**src/rtl/vga_pkg.sv**
```systemverilog
// Shared types and helpers for the VGA pattern generator: pattern modes,
// the RGB pixel payload and the 3-bit colour index decode.
package vga_pkg;

  localparam int unsigned HVID_DEF = 640;
  localparam int unsigned VVID_DEF = 480;
  localparam int unsigned CH_W     = 4;

  typedef enum logic [1:0] {
    SOLID    = 2'd0,
    BARS     = 2'd1,
    CHECKER  = 2'd2,
    GRADIENT = 2'd3
  } pattern_mode_t;

  typedef struct packed {
    logic [CH_W-1:0] r;
    logic [CH_W-1:0] g;
    logic [CH_W-1:0] b;
  } rgb_t;

  // idx[2] drives red, idx[1] green, idx[0] blue, each fully on or off
  function automatic rgb_t idx_to_rgb(input logic [2:0] idx);
    rgb_t c;
    c.r = idx[2] ? 4'hF : 4'h0;
    c.g = idx[1] ? 4'hF : 4'h0;
    c.b = idx[0] ? 4'hF : 4'h0;
    return c;
  endfunction

endpackage

```
**src/rtl/btn_debounce.sv**
```systemverilog
// Push-button conditioner: two-flop synchroniser, stability counter and a
// one-cycle pulse on each debounced rising edge.
module btn_debounce #(
  parameter int unsigned DEBOUNCE_CYCLES = 250000
) (
  input  logic clk,
  input  logic rst_n,
  input  logic btn_i,
  output logic rise_o
);

  localparam int unsigned CNT_W = $clog2(DEBOUNCE_CYCLES + 1);

  logic             sync1_q, sync2_q;
  logic             level_q, level_d;
  logic [CNT_W-1:0] cnt_q, cnt_d;
  logic             rise_q, rise_d;

  // Level flips only after the synchronised input has differed for the full window
  always_comb begin
    level_d = level_q;
    cnt_d   = '0;
    if (sync2_q != level_q) begin
      if (cnt_q == CNT_W'(DEBOUNCE_CYCLES - 1)) begin
        level_d = ~level_q;
      end else begin
        cnt_d = cnt_q + CNT_W'(1);
      end
    end
    rise_d = level_d & ~level_q;
  end

  always_ff @(posedge clk or negedge rst_n) begin
    if (!rst_n) begin
      sync1_q <= 1'b0;
      sync2_q <= 1'b0;
      level_q <= 1'b0;
      cnt_q   <= '0;
      rise_q  <= 1'b0;
    end else begin
      sync1_q <= btn_i;
      sync2_q <= sync1_q;
      level_q <= level_d;
      cnt_q   <= cnt_d;
      rise_q  <= rise_d;
    end
  end

  assign rise_o = rise_q;

endmodule

```
**src/rtl/vga_pattern_gen.sv**
```systemverilog
// Pixel-colour stage behind the VGA timing controller: four test patterns,
// button-stepped at frame boundaries, with syncs re-registered alongside RGB.
module vga_pattern_gen
  import vga_pkg::*;
#(
  parameter int unsigned HVID            = HVID_DEF,
  parameter int unsigned VVID            = VVID_DEF,
  parameter int unsigned FRAMES_PER_STEP = 60,
  parameter int unsigned DEBOUNCE_CYCLES = 250000
) (
  input  logic       clk_25,
  input  logic       n_rst,
  input  logic       hsync_in,
  input  logic       vsync_in,
  input  logic       video_on_in,
  input  logic [9:0] horizontal_num,
  input  logic       mode_btn,
  output logic [3:0] red,
  output logic [3:0] green,
  output logic [3:0] blue,
  output logic       hsync_out,
  output logic       vsync_out,
  output logic       frame_tick
);

  localparam int unsigned ROW_W = 10;
  localparam int unsigned FC_W  = $clog2(FRAMES_PER_STEP + 1);
  localparam int unsigned BAR_W = HVID / 8;

  logic              vsync_prev_q, von_prev_q;
  logic [ROW_W-1:0]  row_q, row_d;
  logic              pending_q, pending_d;
  pattern_mode_t     mode_q, mode_d;
  logic [FC_W-1:0]   fcnt_q, fcnt_d;
  logic [2:0]        idx_q, idx_d;
  logic [2:0]        bar;
  rgb_t              pix_q, pix_d;
  logic              hs_q, vs_q, ftick_q;
  logic              frame_edge;
  logic              btn_rise;

  btn_debounce #(
    .DEBOUNCE_CYCLES(DEBOUNCE_CYCLES)
  ) u_btn_debounce (
    .clk   (clk_25),
    .rst_n (n_rst),
    .btn_i (mode_btn),
    .rise_o(btn_rise)
  );

  assign frame_edge = vsync_in & ~vsync_prev_q;

  // Row tracking, step bookkeeping and mode sequencing
  always_comb begin
    row_d     = row_q;
    pending_d = pending_q | btn_rise;
    mode_d    = mode_q;
    fcnt_d    = fcnt_q;
    idx_d     = idx_q;
    if (vsync_in) begin
      row_d = '0;
    end else if (von_prev_q && !video_on_in && (row_q != ROW_W'(VVID - 1))) begin
      row_d = row_q + ROW_W'(1);
    end
    if (frame_edge) begin
      // A press landing on the edge itself waits for the next frame
      pending_d = btn_rise;
      if (pending_q) begin
        case (mode_q)
          SOLID:    mode_d = BARS;
          BARS:     mode_d = CHECKER;
          CHECKER:  mode_d = GRADIENT;
          GRADIENT: mode_d = SOLID;
          default:  mode_d = SOLID;
        endcase
      end
      if (fcnt_q == FC_W'(FRAMES_PER_STEP - 1)) begin
        fcnt_d = '0;
        idx_d  = idx_q + 3'd1;
      end else begin
        fcnt_d = fcnt_q + FC_W'(1);
      end
    end
  end

  // Bar number by threshold comparison
  always_comb begin
    bar = 3'd0;
    for (int unsigned k = 1; k < 8; k++) begin
      if (horizontal_num >= 10'(k * BAR_W)) begin
        bar = 3'(k);
      end
    end
  end

  always_comb begin
    pix_d = '0;
    if (video_on_in) begin
      case (mode_q)
        SOLID:    pix_d = idx_to_rgb(idx_q);
        BARS:     pix_d = idx_to_rgb(3'd7 - bar);
        CHECKER:  pix_d = idx_to_rgb({3{horizontal_num[5] ^ row_q[5]}});
        GRADIENT: begin
          pix_d.r = horizontal_num[9:6];
          pix_d.g = row_q[8:5];
          pix_d.b = 4'h0;
        end
        default:  pix_d = '0;
      endcase
    end
  end

  always_ff @(posedge clk_25 or negedge n_rst) begin
    if (!n_rst) begin
      vsync_prev_q <= 1'b0;
      von_prev_q   <= 1'b0;
      row_q        <= '0;
      pending_q    <= 1'b0;
      mode_q       <= SOLID;
      fcnt_q       <= '0;
      idx_q        <= 3'd0;
      pix_q        <= '0;
      hs_q         <= 1'b0;
      vs_q         <= 1'b0;
      ftick_q      <= 1'b0;
    end else begin
      vsync_prev_q <= vsync_in;
      von_prev_q   <= video_on_in;
      row_q        <= row_d;
      pending_q    <= pending_d;
      mode_q       <= mode_d;
      fcnt_q       <= fcnt_d;
      idx_q        <= idx_d;
      pix_q        <= pix_d;
      hs_q         <= hsync_in;
      vs_q         <= vsync_in;
      ftick_q      <= frame_edge;
    end
  end

  assign red        = pix_q.r;
  assign green      = pix_q.g;
  assign blue       = pix_q.b;
  assign hsync_out  = hs_q;
  assign vsync_out  = vs_q;
  assign frame_tick = ftick_q;

endmodule

```
**config.mk**
```make
export PLATFORM = sky130hd
export DESIGN_NAME = vga_pattern_gen
export DESIGN_NICKNAME = d
export VERILOG_FILES = /design/src/rtl/vga_pkg.sv /design/src/rtl/btn_debounce.sv /design/src/rtl/vga_pattern_gen.sv
export SDC_FILE = /design/constraint.sdc
export NUM_CORES = 1
export LEC_CHECK = 0
export CAP_MARGIN = 0
export CORE_ASPECT_RATIO = 1.4
export CORE_UTILIZATION = 40
export DETAILED_ROUTE_END_ITERATION = 6
export PLACE_DENSITY = 0.69
export SLEW_MARGIN = 0
export SYNTH_ARGS = -nofsm -noshare
export SYNTH_HDL_FRONTEND = slang
export SYNTH_HIERARCHICAL = 1
export SYNTH_SLANG_ARGS = --single-unit
```
**constraint.sdc**
```tcl
create_clock -name clk_25 -period 5.6 [get_ports clk_25]
set_input_delay 0.84 -clock clk_25 [delete_from_list [all_inputs] [get_ports clk_25]]
set_output_delay 0.84 -clock clk_25 [all_outputs]
set_load 0.02 [all_outputs]
```
Word level (Yosys, flattened, before mapping)
Index checks and enable logic that the tools add are counted.
{ "classes": {"addsub": 5, "magnitude_cmp": 7, "eq_ne": 7, "n_mux": 25, "bitwise_logic": 6, "reduce_logical": 7} }
{ "ops": {"columns": ["operator", "n"], "rows": [
  ["one-hot mux 12 bit (4 select lines)", 1],
  ["2-to-1 mux 18 bit", 2],
  [">= comparator 10 x 9 -> 1 bit, second input constant", 3],
  ["2-to-1 mux 4 bit", 7],
  [">= comparator 10 x 8 -> 1 bit, second input constant", 2],
  ["2-to-1 mux 10 bit", 2],
  ["adder 18 x 1 -> 18 bit, second input constant", 1],
  ["== test 18 bit, second input constant", 1],
  ["2-to-1 mux 3 bit", 6],
  ["2-to-1 mux 12 bit", 1],
  ["adder 10 x 1 -> 10 bit, second input constant", 1],
  [">= comparator 10 bit, second input constant", 1],
  [">= comparator 10 x 7 -> 1 bit, second input constant", 1],
  ["inequality test 10 x 9 -> 1 bit, second input constant", 1],
  ["one-hot mux 2 bit (4 select lines)", 1],
  ["adder 6 x 1 -> 6 bit, second input constant", 1],
  ["== test 6 bit, second input constant", 1],
  ["2-to-1 mux 6 bit", 1],
  ["== test 2 bit, second input constant", 2],
  ["2-to-1 mux 1 bit", 4],
  ["AND reduction 2 bit", 2],
  ["adder 3 x 1 -> 3 bit, second input constant", 1],
  ["subtractor 3 bit, first input constant", 1],
  ["AND 1 bit", 2],
  ["9 further kinds", 11]
]} }
{ "word_totals": {"ff_bits": 60, "input_bits": 16, "output_inout_bits": 15, "word_cells": 74} }

Logic depth before layout (Yosys ltp)
Gate-level depths: netlist (run 1).
{ "logic_depth": {"ltp_word": 12, "ltp_mapped": 5, "depth_no_buf": 5} }

Hierarchy
Netlist (run 1), hierarchy kept.
{ "by_module_without_submodules": {"columns": ["module", "instances", "cells_each", "area_each_um2", "seq_area_each_um2"], "rows": [
  ["vga_pattern_gen", 1, 173, 1786.7, 875.8],
  ["btn_debounce", 1, 101, 1063.5, 550.5]
]} }

Least setup slack after synthesis (run 1)
OpenSTA, ideal clock, no wires.
{ "synth_path": {"path_type": "input-to-reg", "start": "input horizontal_num[8]", "end": "register pix_q, in the netlist green[3]", "setup_ps": 139, "arrival_time_ps": 1715, "required_ps": 5461, "slack_ps": 3747, "stages": 5, "n_path_buf": 1, "path_cell_list": "clkbuf_1 > o21bai_1 > a21o_1 > a41oi_1 > a21oi_1"} }
{ "synth_rtl": {"columns": ["element", "line", "text"], "rows": [
  ["start, declared", "vga_pattern_gen.sv:16", "input logic [9:0] horizontal_num,"],
  ["end signal, assigned", "vga_pattern_gen.sv:134", "pix_q <= pix_d;"],
  ["end, declared", "vga_pattern_gen.sv:37", "rgb_t pix_q, pix_d;"]
]} }

Worst setup path in the final report (run 1)
{ "layout_path": {"start": "input vsync_in", "end": "register mode_q[1]"} }
{ "layout_between": {"elab_chain_cells": 2} }
{ "layout_rtl": {"columns": ["element", "line", "text"], "rows": [
  ["start, declared", "vga_pattern_gen.sv:14", "input logic vsync_in,"],
  ["AND 1 bit", "vga_pattern_gen.sv:51", "assign frame_edge = vsync_in & ~vsync_prev_q;"],
  ["AND reduction 2 bit (no source line)", null, null],
  ["end signal, assigned", "vga_pattern_gen.sv:131", "mode_q <= mode_d;"],
  ["end, declared", "vga_pattern_gen.sv:33", "pattern_mode_t mode_q, mode_d;"]
]} }
Every way passes these cells.
A chain may end at the register's enable or synchronous reset.

==> results of run 1 <==
==> through the flow <==
step	power, W	utilization [%]	hold slack (ns)
after floorplan	0.000591	-	0.331
after global placement	0.000649	45.7	0.333
after detailed placement	0.000656	45.7	0.342
after CTS	0.00101	48.3	0.355
after global routing	0.00105	48.3	0.366
final	0.000992	48.3	0.348
==> cells in the mapped netlist (all sizes together) <==
master,n,area (um2)
nor4bb,1,10.0
a2111oi,2,36.3
and4,1,8.76
and3b,1,8.76
a21oi,15,78.8
o41ai,2,43.8
and4b,1,10.0
nand2,24,90.1
mux2,6,67.6
buf,6,42.5
nor3,8,51.3
or4,2,18.8
a21o,2,15.0
nor4,8,50.1
a41o,1,10.0
nand3b,1,7.51
xor2,12,105
inv,8,30.0
a41oi,1,8.76
clkbuf,6,22.5
nand3,9,50.1
o21bai,2,15.0
xnor2,16,140
nand4b,3,41.3
o2111ai,1,8.76
or3,2,12.5
a211oi,1,7.51
dfrtp,57,1430
nand2b,4,25.0
a31oi,2,12.5
ha,8,100
and3,2,13.8
nor2b,4,25.0
nor2,34,128
nand4,10,68.8
mux2i,1,10.0
o21ai,10,50.1
==> cell families (layout without fill, tap and decap cells) <==
logic type,after synthesis,after routing,share of synthesized area (%)
AO/OA/AOI/OAI,39,39,10.1
XOR/XNOR,28,28,8.60
adder cells (fa/ha/maj),8,8,3.51
buffers and inverters,20,50,3.34
flip-flops,57,57,50.0
multiplexers,7,7,2.72
AND/OR/NAND/NOR,115,115,21.7
==> flip-flops by register name, indices dropped and copies added (netlist names) <==
signal                  flops
pending_q                   1
hsync_out                   1
frame_tick                  1
u_btn_debounce/level_q      1
vsync_out                   1
von_prev_q                  1
green                       4
u_btn_debounce/cnt_q       18
u_btn_debounce/sync1_q      1
u_btn_debounce/rise_o       1
red                         4
row_q                      10
mode_q                      2
blue                        1
u_btn_debounce/sync2_q      1
fcnt_q                      6
idx_q                       3
==> area by class of cell <==
class                           count  area, um2
Fill cell                         659       3590
Clock inverter                      3       15.0
Tap cell                           95        119
Inverter                            8       30.0
Sequential cell                    57       1430
Timing Repair Buffer               27        263
Clock buffer                       12        165
Multi-Input combinational cell    197       1330
==> worst max-delay path: stages <==
cell	delay, ns
clkdlybuf4s50_1	0.81
nor2b_1	0.59
nand2_1	0.19
mux2_2	0.30
==> how the worst max path moves through the flow <==
stage	start	to	slack, ns	cells past startpoint
after floorplan	horizontal_num[8]	green[3]$_DFF_PN0_	3.75	5
after global placement	vsync_in	mode_q[1]$_DFFE_PN0P_	2.72	4
after detailed placement	vsync_in	mode_q[1]$_DFFE_PN0P_	2.70	4
after CTS	vsync_in	mode_q[1]$_DFFE_PN0P_	3.07	4
after global routing	vsync_in	mode_q[1]$_DFFE_PN0P_	2.91	4
final	vsync_in	mode_q[1]$_DFFE_PN0P_	3.08	4
==> placed cells by master, fill, tap and decap left out, drive strengths merged, types with 10 or more instances in the layout <==
master | Yosys | final
a21oi | 15 | 15
dfrtp | 57 | 57
nand2 | 24 | 24
o21ai | 10 | 10
nor2 | 34 | 34
xor2 | 12 | 12
clkbuf | 6 | 12
xnor2 | 16 | 16
nand4 | 10 | 10
clkdlybuf4s50 | 0 | 25
==> routing by layer <==
layer	vias up	share of wire [%]	wire length (um)
met5	-	0	0
met4	0	1.9	91
met3	11	3.1	151
met2	32	50	2440
met1	960	45	2170
li1	1004	-	-
==> power groups by stage <==
stage          combinational (W)  sequential [W]  clock (W)
4_1_cts                 0.000167        0.000481   0.000358
5_1_grt                 0.000186        0.000486   0.000377
3_3_place_gp            0.000162        0.000487          0
6_report                0.000165        0.000481   0.000346
3_5_place_dp            0.000167        0.000488          0
2_1_floorplan          0.0000924        0.000499          0
==> results.sh, run 1 <==
export IMPL_clk_pin_slew_ns=0.06
export IMPL_period_share_pct=45.0
export IMPL_die_x_um=73.3
export IMPL_nets=324
export IMPL_grt_pass1_wl_mm=8.49
export IMPL_min_path_type="reg -> reg"
export IMPL_layout_drive_gt1_share_pct=10.2
export IMPL_firstDrtPassIters=4
export IMPL_pwr_share_clk_pct=34.9
export IMPL_grt_pass1_vias=1905
export IMPL_period_needed_ns=2.52
export IMPL_grt_overflow_total=0
export IMPL_powerDensity_nw_per_um2=296
export IMPL_min_from="u_btn_debounce/sync1_q$_DFF_PN0_"
export IMPL_die_area_um2=7470
export IMPL_cts_max_level=3
export IMPL_cts_sinks=57
export IMPL_grt_max_degree=58
export IMPL_area_growth_pct=17.4
export IMPL_dp_slack_ns=2.70
export IMPL_ys_types=50
export IMPL_slew_viol_final=0
export IMPL_drt_iter0_markers=80
export IMPL_syn_area_um2=2850
export IMPL_worstSetupPathType="in -> reg"
export IMPL_cts_tree="built"
export IMPL_vias_per_cell=5.03
export IMPL_drc_errors=0
export IMPL_wire_per_inst_um=12.2
export IMPL_tightestPinTransition_ns=0.993
export IMPL_pin_count=31
export IMPL_place_area_um2=3170
export IMPL_cts_buffers=9
export IMPL_seqPwrFrac_pct=48.5
export IMPL_reg2reg_from="u_btn_debounce/cnt_q[0]$_DFF_PN0_"
export IMPL_gr_usage_all_layers_pct=15.3
export IMPL_r2r_slack_ns=3.25
export IMPL_finalNonFillerCells=399
export IMPL_post_dp_hpwl_mm=3.28
export IMPL_cts_hold_buf=0
export IMPL_die_h_um=102
export IMPL_cts_repair_resized=0
export IMPL_max_vdd_ir_drop_uv=178
export IMPL_skew_ns=0.00899
export IMPL_yosysSeqAreaShare_pct=50.0
export IMPL_p_int_w=0.000719
export IMPL_worstHoldEndpoint="u_btn_debounce/sync2_q$_DFF_PN0_"
export IMPL_crit_path_end_kind="flop"
export IMPL_clock_latency_ns=0.34
export IMPL_root_buffer="clkbuf_8"
export IMPL_yosys_register_bits=57
export IMPL_setup_slack_ns=3.08
export IMPL_cts_max_path_buffers=2
export IMPL_maxCapViolCount=0
export IMPL_leakage_nw=1.44
export IMPL_use_met1_pct=17.6
export IMPL_rr_endpoint="u_btn_debounce/cnt_q[4]$_DFF_PN0_"
export IMPL_syn_inst=274
export IMPL_setup_viol=0
export IMPL_slew_headroom_pct=33.6
export IMPL_cp_start_kind="primary input"
export IMPL_status="completed"
export IMPL_use_met2_pct=25.6
export IMPL_critPathRequiredTime_ns=5.82
export IMPL_cp_arrival_ns=2.74
export IMPL_grt_antenna_before_repair=0
export IMPL_io_buffers=26
export IMPL_holdPathStages=0
export IMPL_grt_busiest_layer="met2"
export IMPL_gp_congestion=0.778
export IMPL_post_cts_buffers=0
export IMPL_wirelength_mm=4.85
export IMPL_coreArea_um2=6940
export IMPL_grt_use_met3_pct=2.96
export IMPL_path_max_fanout=15
export IMPL_vias=2007
export IMPL_synth_nets=298
export IMPL_tns_ns=0
export IMPL_row_count=36
export IMPL_diodes=0
export IMPL_ant_nets=0
export IMPL_start_util_pct=41.1
export IMPL_ys_warnings_count=6
export IMPL_final_area_um2=3350
export IMPL_switchingPower_w=0.000273
export IMPL_comb_power_share_pct=16.6
export IMPL_rsz0062_at_grt="false"
export IMPL_r2r_cells=4
export IMPL_power_switching_share_pct=27.5
export IMPL_avgSynthCellArea_um2=10.4
export IMPL_clock_fmax_mhz=397
export IMPL_dp_cells=384
export IMPL_hold_viol_final=0
(Power assumes the default switching activity.)
==> inputs of run 2 (changes only) <==
- clock period: 5.6 -> 2.56 ns (I/O delays scaled with it)
==> results.sh, run 2 (synthesis gave the netlist of run 1 again) <==
export IMPL_status="completed"
export IMPL_nets=329
export IMPL_io_buffers=26
export IMPL_start_util_pct=41.1
export IMPL_clock_latency_ns=0.33
export IMPL_power_switching_share_pct=26.9
export IMPL_cts_max_path_buffers=2
export IMPL_cts_repair_resized=0
export IMPL_vias=2066
export IMPL_root_buffer="clkbuf_8"
export IMPL_final_common_cell="dfrtp_1"
export IMPL_cts_max_level=3
export IMPL_cp_arrival_ns=2.13
export IMPL_leakage_nw=1.47
export IMPL_ant_nets=0
export IMPL_cts_tree="built"
export IMPL_setup_viol=0
export IMPL_grt_max_degree=58
export IMPL_diodes=0
export IMPL_period_needed_ns=1.92
export IMPL_drt_iter0_markers=95
export IMPL_pwr_share_clk_pct=37.5
export IMPL_coreArea_um2=6940
export IMPL_critPathMaxStageDelay_ns=0.45
export IMPL_vias_per_cell=5.10
export IMPL_post_dp_hpwl_mm=3.52
export IMPL_cp_start_kind="flop"
export IMPL_drc_errors=0
export IMPL_cts_buffers=9
export IMPL_maxCapViolCount=0
export IMPL_pin_count=31
export IMPL_area_growth_pct=19.7
export IMPL_clk_pin_slew_ns=0.06
export IMPL_grt_antenna_before_repair=0
export IMPL_min_path_type="in -> async"
export IMPL_row_count=36
export IMPL_clock_fmax_mhz=520
export IMPL_cts_sinks=57
export IMPL_powerDensity_nw_per_um2=665
export IMPL_wire_per_inst_um=12.6
export IMPL_post_cts_buffers=0
export IMPL_grt_pass1_vias=2012
export IMPL_wirelength_mm=5.08
export IMPL_worstSetupPathType="reg -> reg"
export IMPL_grt_pass1_wl_mm=8.87
export IMPL_critPathRequiredTime_ns=2.77
export IMPL_final_cell_mix="57 x dfrtp_1, 34 x nor2_1, 25 x clkdlybuf4s50_1"
export IMPL_path_max_fanout=7
export IMPL_rsz0062_at_grt="false"
export IMPL_fin_util_pct=49.2
export IMPL_largest_reg_flops=18
export IMPL_hold_viol_final=0
export IMPL_firstDrtPassIters=4
export IMPL_tightestPinTransition_ns=0.697
export IMPL_grt_overflow_total=0
export IMPL_regMostFlops="u_btn_debounce/cnt_q"
export IMPL_period_share_pct=75.1
export IMPL_slew_viol_final=0
export IMPL_cts_hold_buf=0
export IMPL_critPathSlowestCell="nor4_1"
export IMPL_die_h_um=102
export IMPL_gr_usage_all_layers_pct=15.8
export IMPL_seqPwrFrac_pct=46.3
export IMPL_fillCellCount=677
export IMPL_slew_headroom_pct=53.5
export IMPL_multiInputGateArea_um2=1330
export IMPL_tns_ns=0
export IMPL_gp_congestion=0.780
export IMPL_layout_drive_gt1_share_pct=11.6
export IMPL_switchingPower_w=0.000609
export IMPL_skew_ns=0.00821
export IMPL_reg_top3="u_btn_debounce/cnt_q x18, row_q x10, fcnt_q x6"
export IMPL_seq_area_um2=1430
export IMPL_p_int_w=0.00166
export IMPL_max_vdd_ir_drop_uv=477
export IMPL_crit_path_end_kind="flop"
export IMPL_die_area_um2=7470
export IMPL_comb_power_share_pct=16.1
export IMPL_worstPathCellList="ha_1 > nand4_1 > nor4_1 > mux2_2"
export IMPL_die_x_um=73.3
==> run 2: critical path, delay by kind of cell (launching register included) <==
kind / cells / cell delay (ns)
AND/OR/NAND/NOR: 2 / 0.80
flip-flops: 1 / 0.40
multiplexers: 1 / 0.38
adder cells (fa/ha/maj): 1 / 0.22
==> run 2: through the flow <==
step           area (um2)  setup WS (ns)  hold WS [ns]  power [W]  cells
4_1_cts              3410          0.608         0.198    0.00230    405
2_1_floorplan        2850          0.748        0.0884    0.00129    274
5_1_grt              3410          0.483         0.237    0.00239    405
3_5_place_dp         3200          0.472         0.350    0.00144    389
3_3_place_gp         3200          0.567         0.333    0.00142    389
6_report             3410          0.638         0.175    0.00227    405
==> run 2: area by class of cell <==
cell class / instances / area share [%]
Clock buffer: 12 / 4.55
Timing Repair Buffer: 32 / 8.80
Sequential cell: 57 / 41.8
Inverter: 8 / 0.880
Clock inverter: 4 / 1.50
Tap cell: 95 / 3.48
Multi-Input combinational cell: 197 / 39.0
==> run 2: worst paths after layout <==
kind	from	endpoint	slack, ns	cells after the start
max in group asynchronous	n_rst	u_btn_debounce/sync1_q$_DFF_PN0_	1.91	2
min in group clk_25	u_btn_debounce/sync1_q$_DFF_PN0_	u_btn_debounce/sync2_q$_DFF_PN0_	0.37	0
max reg2reg	u_btn_debounce/cnt_q[0]$_DFF_PN0_	u_btn_debounce/level_q$_DFF_PN0_	0.64	4
max	u_btn_debounce/cnt_q[0]$_DFF_PN0_	u_btn_debounce/level_q$_DFF_PN0_	0.64	4
min	n_rst	u_btn_debounce/cnt_q[5]$_DFF_PN0_	0.18	2
min reg2reg	u_btn_debounce/sync1_q$_DFF_PN0_	u_btn_debounce/sync2_q$_DFF_PN0_	0.37	0
==> run 2: routing by layer <==
| metal | GRT usage [%] | vias to the layer above | part of all wire [%] |
|---|---|---|---|
| met4 | 7.10 | 0 | 1.6 |
| met2 | 27.0 | 41 | 53 |
| li1 | - | 1019 | - |
| met5 | 0 | - | 0 |
| met1 | 18.0 | 997 | 41 |
| met3 | 4.73 | 9 | 4.1 |
==> run 2: power by group through the flow <==
| stage | combinational (W) | clock [W] | sequential (W) |
|---|---|---|---|
| floorplan | 0.000202 | 0 | 0.00109 |
| global placement | 0.000360 | 0 | 0.00106 |
| detailed placement | 0.000371 | 0 | 0.00107 |
| CTS | 0.000372 | 0.000875 | 0.00105 |
| global route | 0.000408 | 0.000920 | 0.00107 |
| finish | 0.000366 | 0.000851 | 0.00105 |
